===== config.mk =====
export PLATFORM = sky130hd
export DESIGN_NAME = adder_avalon_driver
export DESIGN_NICKNAME = d
export VERILOG_FILES = /design/src/rtl/adder_avalon_driver.sv
export SDC_FILE = /design/constraint.sdc
export NUM_CORES = 1
export LEC_CHECK = 0
export BUFFER_PORTS_ARGS = -buffer_cell sky130_fd_sc_hd__buf_2
export CAP_MARGIN = 0
export CORE_UTILIZATION = 44
export DETAILED_ROUTE_END_ITERATION = 12
export PLACE_DENSITY = 0.8
export SETUP_SLACK_MARGIN = 0.05
export SLEW_MARGIN = 30
export SYNTH_ARGS = -nofsm -noshare
export SYNTH_HDL_FRONTEND = slang
export SYNTH_SLANG_ARGS = --single-unit

===== constraint.sdc =====
create_clock -name clk -period 1.7 [get_ports clk]
set_clock_uncertainty 0.1 [all_clocks]
set_input_delay 0.255 -clock clk [delete_from_list [all_inputs] [get_ports clk]]
set_output_delay 0.255 -clock clk [all_outputs]
set_load 0.005 [all_outputs]

===== src/rtl/adder_avalon_driver.sv =====
// adder_avalon_driver: Avalon-MM host that feeds one operand pair at a time to
// the Avalon adder slave and returns its sum on a valid/ready result stream.
//
// Ports
//   clk, reset_n                  clock, asynchronous active-low reset
//   in_valid/in_ready/in_a/in_b   operand stream (a -> addr 0, b -> addr 1)
//   avm_write/avm_address/avm_writedata      write command to the adder
//   avm_readdata/avm_response/avm_writeresponsevalid/avm_done  adder status
//   out_valid/out_ready/out_sum/out_err      result stream
//   op_count                      number of result handshakes, wraps
//
// Every output is a flop loaded from the next-state decode, so each output
// follows the registered state and nothing depends combinationally on
// in_valid or out_ready.
module adder_avalon_driver #(
  parameter int unsigned DATA_W  = 32,
  parameter int unsigned TIMEOUT = 64,
  parameter int unsigned CNT_W   = 16
) (
  input  logic              clk,
  input  logic              reset_n,
  input  logic              in_valid,
  output logic              in_ready,
  input  logic [DATA_W-1:0] in_a,
  input  logic [DATA_W-1:0] in_b,
  output logic              avm_write,
  output logic [1:0]        avm_address,
  output logic [DATA_W-1:0] avm_writedata,
  input  logic [DATA_W-1:0] avm_readdata,
  input  logic [1:0]        avm_response,
  input  logic              avm_writeresponsevalid,
  input  logic              avm_done,
  output logic              out_valid,
  input  logic              out_ready,
  output logic [DATA_W-1:0] out_sum,
  output logic              out_err,
  output logic [CNT_W-1:0]  op_count
);

  localparam int unsigned TMR_W = (TIMEOUT > 2) ? $clog2(TIMEOUT) : 1;
  localparam logic [TMR_W-1:0] TMR_LAST = TMR_W'(TIMEOUT - 1);

  typedef enum logic [2:0] {
    S_IDLE  = 3'd0,
    S_WR_P1 = 3'd1,
    S_WR_P2 = 3'd2,
    S_WAIT  = 3'd3,
    S_OUT   = 3'd4
  } state_t;

  state_t            state_q, state_d;
  logic [DATA_W-1:0] b_q;
  logic              err_q;
  logic [TMR_W-1:0]  timer_q;

  logic              accept_c;
  logic              err_set_c;
  logic              timeout_c;

  logic              in_ready_d;
  logic              avm_write_d;
  logic [1:0]        avm_address_d;
  logic [DATA_W-1:0] avm_writedata_d;
  logic              out_valid_d;

  // in_ready is a flop, so this also blocks acceptance in the first cycle after reset
  assign accept_c  = (state_q == S_IDLE) && in_valid && in_ready;
  assign err_set_c = ((state_q == S_WR_P2) || (state_q == S_WAIT)) &&
                     avm_writeresponsevalid && (avm_response != 2'b00);
  assign timeout_c = (state_q == S_WAIT) && !avm_done && (timer_q == TMR_LAST);

  // State register
  always_ff @(posedge clk or negedge reset_n) begin
    if (!reset_n) state_q <= S_IDLE;
    else          state_q <= state_d;
  end

  // Next-state logic
  always_comb begin
    state_d = state_q;
    unique case (state_q)
      S_IDLE:  if (accept_c) state_d = S_WR_P1;
      S_WR_P1: state_d = S_WR_P2;
      S_WR_P2: state_d = S_WAIT;
      S_WAIT:  if (avm_done || timeout_c) state_d = S_OUT;
      S_OUT:   if (out_ready) state_d = S_IDLE;
      default: state_d = S_IDLE;
    endcase
  end

  // Output decode of the state being entered; registered below
  always_comb begin
    in_ready_d      = 1'b0;
    avm_write_d     = 1'b0;
    avm_address_d   = 2'd0;
    avm_writedata_d = '0;
    out_valid_d     = 1'b0;
    unique case (state_d)
      S_IDLE:  in_ready_d = 1'b1;
      S_WR_P1: begin
        avm_write_d     = 1'b1;
        avm_writedata_d = in_a;   // WR_P1 is only entered from the accept edge
      end
      S_WR_P2: begin
        avm_write_d     = 1'b1;
        avm_address_d   = 2'd1;
        avm_writedata_d = b_q;
      end
      S_OUT:   out_valid_d = 1'b1;
      default: ;
    endcase
  end

  // Output registers
  always_ff @(posedge clk or negedge reset_n) begin
    if (!reset_n) begin
      in_ready      <= 1'b0;
      avm_write     <= 1'b0;
      avm_address   <= 2'd0;
      avm_writedata <= '0;
      out_valid     <= 1'b0;
    end else begin
      in_ready      <= in_ready_d;
      avm_write     <= avm_write_d;
      avm_address   <= avm_address_d;
      avm_writedata <= avm_writedata_d;
      out_valid     <= out_valid_d;
    end
  end

  // Operand, error latch, wait timer, result capture and handoff counter
  always_ff @(posedge clk or negedge reset_n) begin
    if (!reset_n) begin
      b_q      <= '0;
      err_q    <= 1'b0;
      timer_q  <= '0;
      out_sum  <= '0;
      out_err  <= 1'b0;
      op_count <= '0;
    end else begin
      if (accept_c) begin
        b_q   <= in_b;
        err_q <= 1'b0;
      end else if (err_set_c) begin
        err_q <= 1'b1;
      end

      if (state_q == S_WR_P2) begin
        timer_q <= '0;
      end else if ((state_q == S_WAIT) && !avm_done && !timeout_c) begin
        timer_q <= timer_q + TMR_W'(1);
      end

      if ((state_q == S_WAIT) && avm_done) begin
        out_sum <= avm_readdata;
        // a bad response arriving alongside done is still reported
        out_err <= err_q | err_set_c;
      end else if (timeout_c) begin
        out_sum <= '0;
        out_err <= 1'b1;
      end

      if ((state_q == S_OUT) && out_ready) begin
        op_count <= op_count + CNT_W'(1);
      end
    end
  end

endmodule


==> summary.md <==
| Metric | Value |
|---|---|
| Diodes inserted | `0` |
| Switch share | `0.290` |
| Max-cap violations | `0` |
| H-tree Lvls | `4` |
| Core Box Area | `approximately 11,000 sq um` |
| DR vias | `4,106` |
| Global placement routability congestion | `about 0.76` |
| Share of layout cells above drive strength 1 | `0.436` |
| Peak per-stage delay on the critical path | `~0.41 ns` |
| Vias in the first global route | `4,202` |
| Placed insts | `660` |
| Fmax | `~0.61 GHz` |
| Top Family by Delay on Critical Path | `simple AND/OR/NAND/NOR gates` |
| Relative slew slack | `0.558` |
| Status | `complete, no violations` |
| Clk_lat worst skew | `between 0.5 and 0.6 ns` |
| Internal Power | `roughly 8200 uW` |
| GRT Residual Overflow | `0` |
| Final Max Tran Viols | `0` |
| Post-synth cell types | `39` |
| CP max-delay cell | `dfrtp_1` |
| Largest net degree at the start of global routing | `between 100 and 150` |
| Clock slew at reported path FFs | `0.06 ns` |
| Pre-CTS WS | `approximately 0.014 ns` |
| Sequential Power Share | `0.405` |
| CP startpoint kind | `register` |
| Final period util | `0.960` |
| Unrepaired setup endpoints after global routing | `true` |
| Post-synthesis sequential area ratio | `0.653` |
| Final net count | `roughly 750` |
| PortBufs | `188` |
| CP arrival | `about 1.9 ns` |
| Leak Pwr | `a little under 0.004 uW` |
| Clock Path Buffers | `2` |
| Router iterations before antenna repair | `4` |
| Gr usage total | `0.240` |
| Global-route wire length before repair | `20.8 mm` |
| Min-delay worst type | `in2reg` |
| Worst Setup End Kind | `register` |
| Clk root buf | `clkbuf_8` |
| CTS buffer count | `17` |
| Fill count | `655` |
| WL final | `approximately 14 mm` |
| Vias per cell | `just over 5` |
| CTS tree | `done` |
| Commonest non-fill, non-tap cells in the layout | `187 x buf_2, 127 x dfrtp_1, 99 x dlygate4sd3_1, 64 x a22o_1, 32 x mux2_2` |
| Commonest non-fill, non-tap cell in the layout | `buf_2` |
| Worst-path cell chain | `nor2_2, and4b_4, buf_12, mux2_2` |
| Starting Density | `0.451` |
| Comb pwr share | `0.281` |
| Clock network power share | `0.314` |
| Non-filler instance count after layout | `800` |
| Syn_nets | `between 400 and 500` |
| Cell Rows | `38` |
| Post-DRT Antenna Nets | `0` |
| Mapped Area | `approximately 5000 sq um` |
| Post-layout min period | `approximately 1.6 ns` |
| Crit path buffers/inverters | `1` |
| DR DRC count | `0` |
| Placed Area | `around 6000 sq um` |
| Yosys warns | `0` |
| Sw Pwr | `roughly 3400 uW` |
| Worst Path Max Fanout | `15` |
| Worst Slack Setup Final | `slightly below 0.07 ns` |
| Pwr/cell area | `~1500 nW/um^2` |
| Chip Height | `107 um` |
| #FFs+latches synth | `about 130` |
| Fin Hold WS | `0.0756 ns` |
| Initial antenna violation count | `0` |
| CTS Sinks | `between 100 and 150` |
| Initial DRC count | `roughly 290` |
| Post-DP HPWL | `around 7.4 mm` |
| Layout area overhead | `59.0%` |
| Final Instance Area | `roughly 7700 sq um` |
| Die W | `about 110 um` |
| Drt wl/cell | `between 15 and 20 um` |
| Worst-Margin Slew | `0.663 ns` |
| Mean post-synth cell area | `roughly 14 sq um` |
| Final hold vios | `0` |
| DIE AREA | `11,500 sq um` |
| Worst EP required | `1.99 ns` |
| Final-report setup violation count | `0` |
| IR drop worst, VDD | `around 0.9 mV` |
| Synth Instances | `340` |
| I/O pin count | `between 150 and 200` |
| WS Path Type | `reg2reg` |
## timing repair
item / CTS / global route
endpoints found under the hold margin: 227 / 1
setup endpoints to repair: 34 / 58
gates cloned: 0 / 3
pin swaps: 0 / 3
setup buffers: 0 / 6
resized for setup: 1 / 3
hold buffers: 98 / 1
## registers in the layout, summed over array words and instances, names as in the netlist
| name | count |
|---|---|
| timer_q | 6 |
| avm_write | 1 |
| op_count | 16 |
| avm_address | 1 |
| out_err | 1 |
| err_q | 1 |
| out_sum | 32 |
| avm_writedata | 32 |
| state_q | 3 |
| out_valid | 1 |
| in_ready | 1 |
| b_q | 32 |
## power groups by stage
stage	clock network [uW]	logic (uW)	registers (uW)
2_1_floorplan	0	1570	4650
3_5_place_dp	0	2920	4670
3_3_place_gp	0	2810	4610
5_1_grt	3860	3550	4810
6_report	3640	3260	4710
4_1_cts	3690	3110	4630
## worst min-delay path: stages
cell     delay, ns
buf_2         0.11
and2_1        0.19
a21oi_1       0.08
## per-layer routing
| layer | up-vias | global-route usage | wire [um] |
|---|---|---|---|
| met5 | - | 0 | 0 |
| met4 | 0 | 0.0802 | 295 |
| li1 | 1861 | - | - |
| met2 | 202 | 0.401 | 7090 |
| met3 | 26 | 0.0967 | 1080 |
| met1 | 2017 | 0.280 | 5570 |
## worst paths after layout
kind / cells after the start / from / end / slack [ns]
min reg2reg: 1 / op_count[15] / op_count[15] / 0.37
max in group asynchronous: 3 / reset_n / out_sum[24] / 0.73
min in group asynchronous: 3 / reset_n / op_count[6] / 0.28
max reg2reg: 4 / state_q[0] / b_q[4] / 0.07
max: 4 / state_q[0] / b_q[4] / 0.07
min: 3 / avm_done / out_err / 0.08
## logic make-up after synthesis
family,after synthesis,share of synthesized area
flops,127,0.653
simple gates,64,0.0799
fa+ha+maj,2,0.00514
other cells,1,0.000770
xor+xnor,16,0.0288
buf+inv,22,0.0275
mux,34,0.0781
compound gates,74,0.127
## per-stage QoR
step | power, uW | utilization | TNS, ns
after floorplan | 6220 | - | 0
after global placement | 7420 | 0.558 | 0
after detailed placement | 7580 | 0.558 | 0
after CTS | 11400 | 0.706 | -0.00212
after global routing | 12200 | 0.717 | 0
final | 11600 | 0.717 | 0
## cell type report
class / instances / area, sq um / share of cell area
inverter: 1 / 3.75 / 0.000485
clock buffer: 19 / 442 / 0.0570
timing repair buffer: 309 / 2200 / 0.284
sequential: 127 / 3180 / 0.410
multi-input combinational: 191 / 1580 / 0.204
tap: 140 / 175 / 0.0226
clock inverter: 13 / 161 / 0.0208
## cell usage after synthesis, drive strengths merged
cell,count,area [sq um]
a21oi,5,25.0
a22o,64,561
a311oi,1,8.76
a31o,1,8.76
a31oi,1,6.26
and2,3,18.8
and3,6,37.5
and4,2,17.5
and4b,2,20.0
and4bb,3,37.5
buf,18,119
clkbuf,3,11.3
conb,1,3.75
dfrtp,127,3180
ha,2,25.0
inv,1,3.75
mux2,32,360
mux2i,2,20.0
nand2,17,63.8
nand3,6,30.0
nand3b,1,7.51
nand4,3,25.0
nand4b,1,8.76
nand4bb,1,11.3
nor2,9,36.3
nor2b,2,12.5
nor3,3,20.0
nor3b,3,27.5
o21ai,2,10.0
or2,1,6.26
or3b,1,8.76
xnor2,10,87.6
xor2,6,52.6
(Power assumes the default switching activity.)
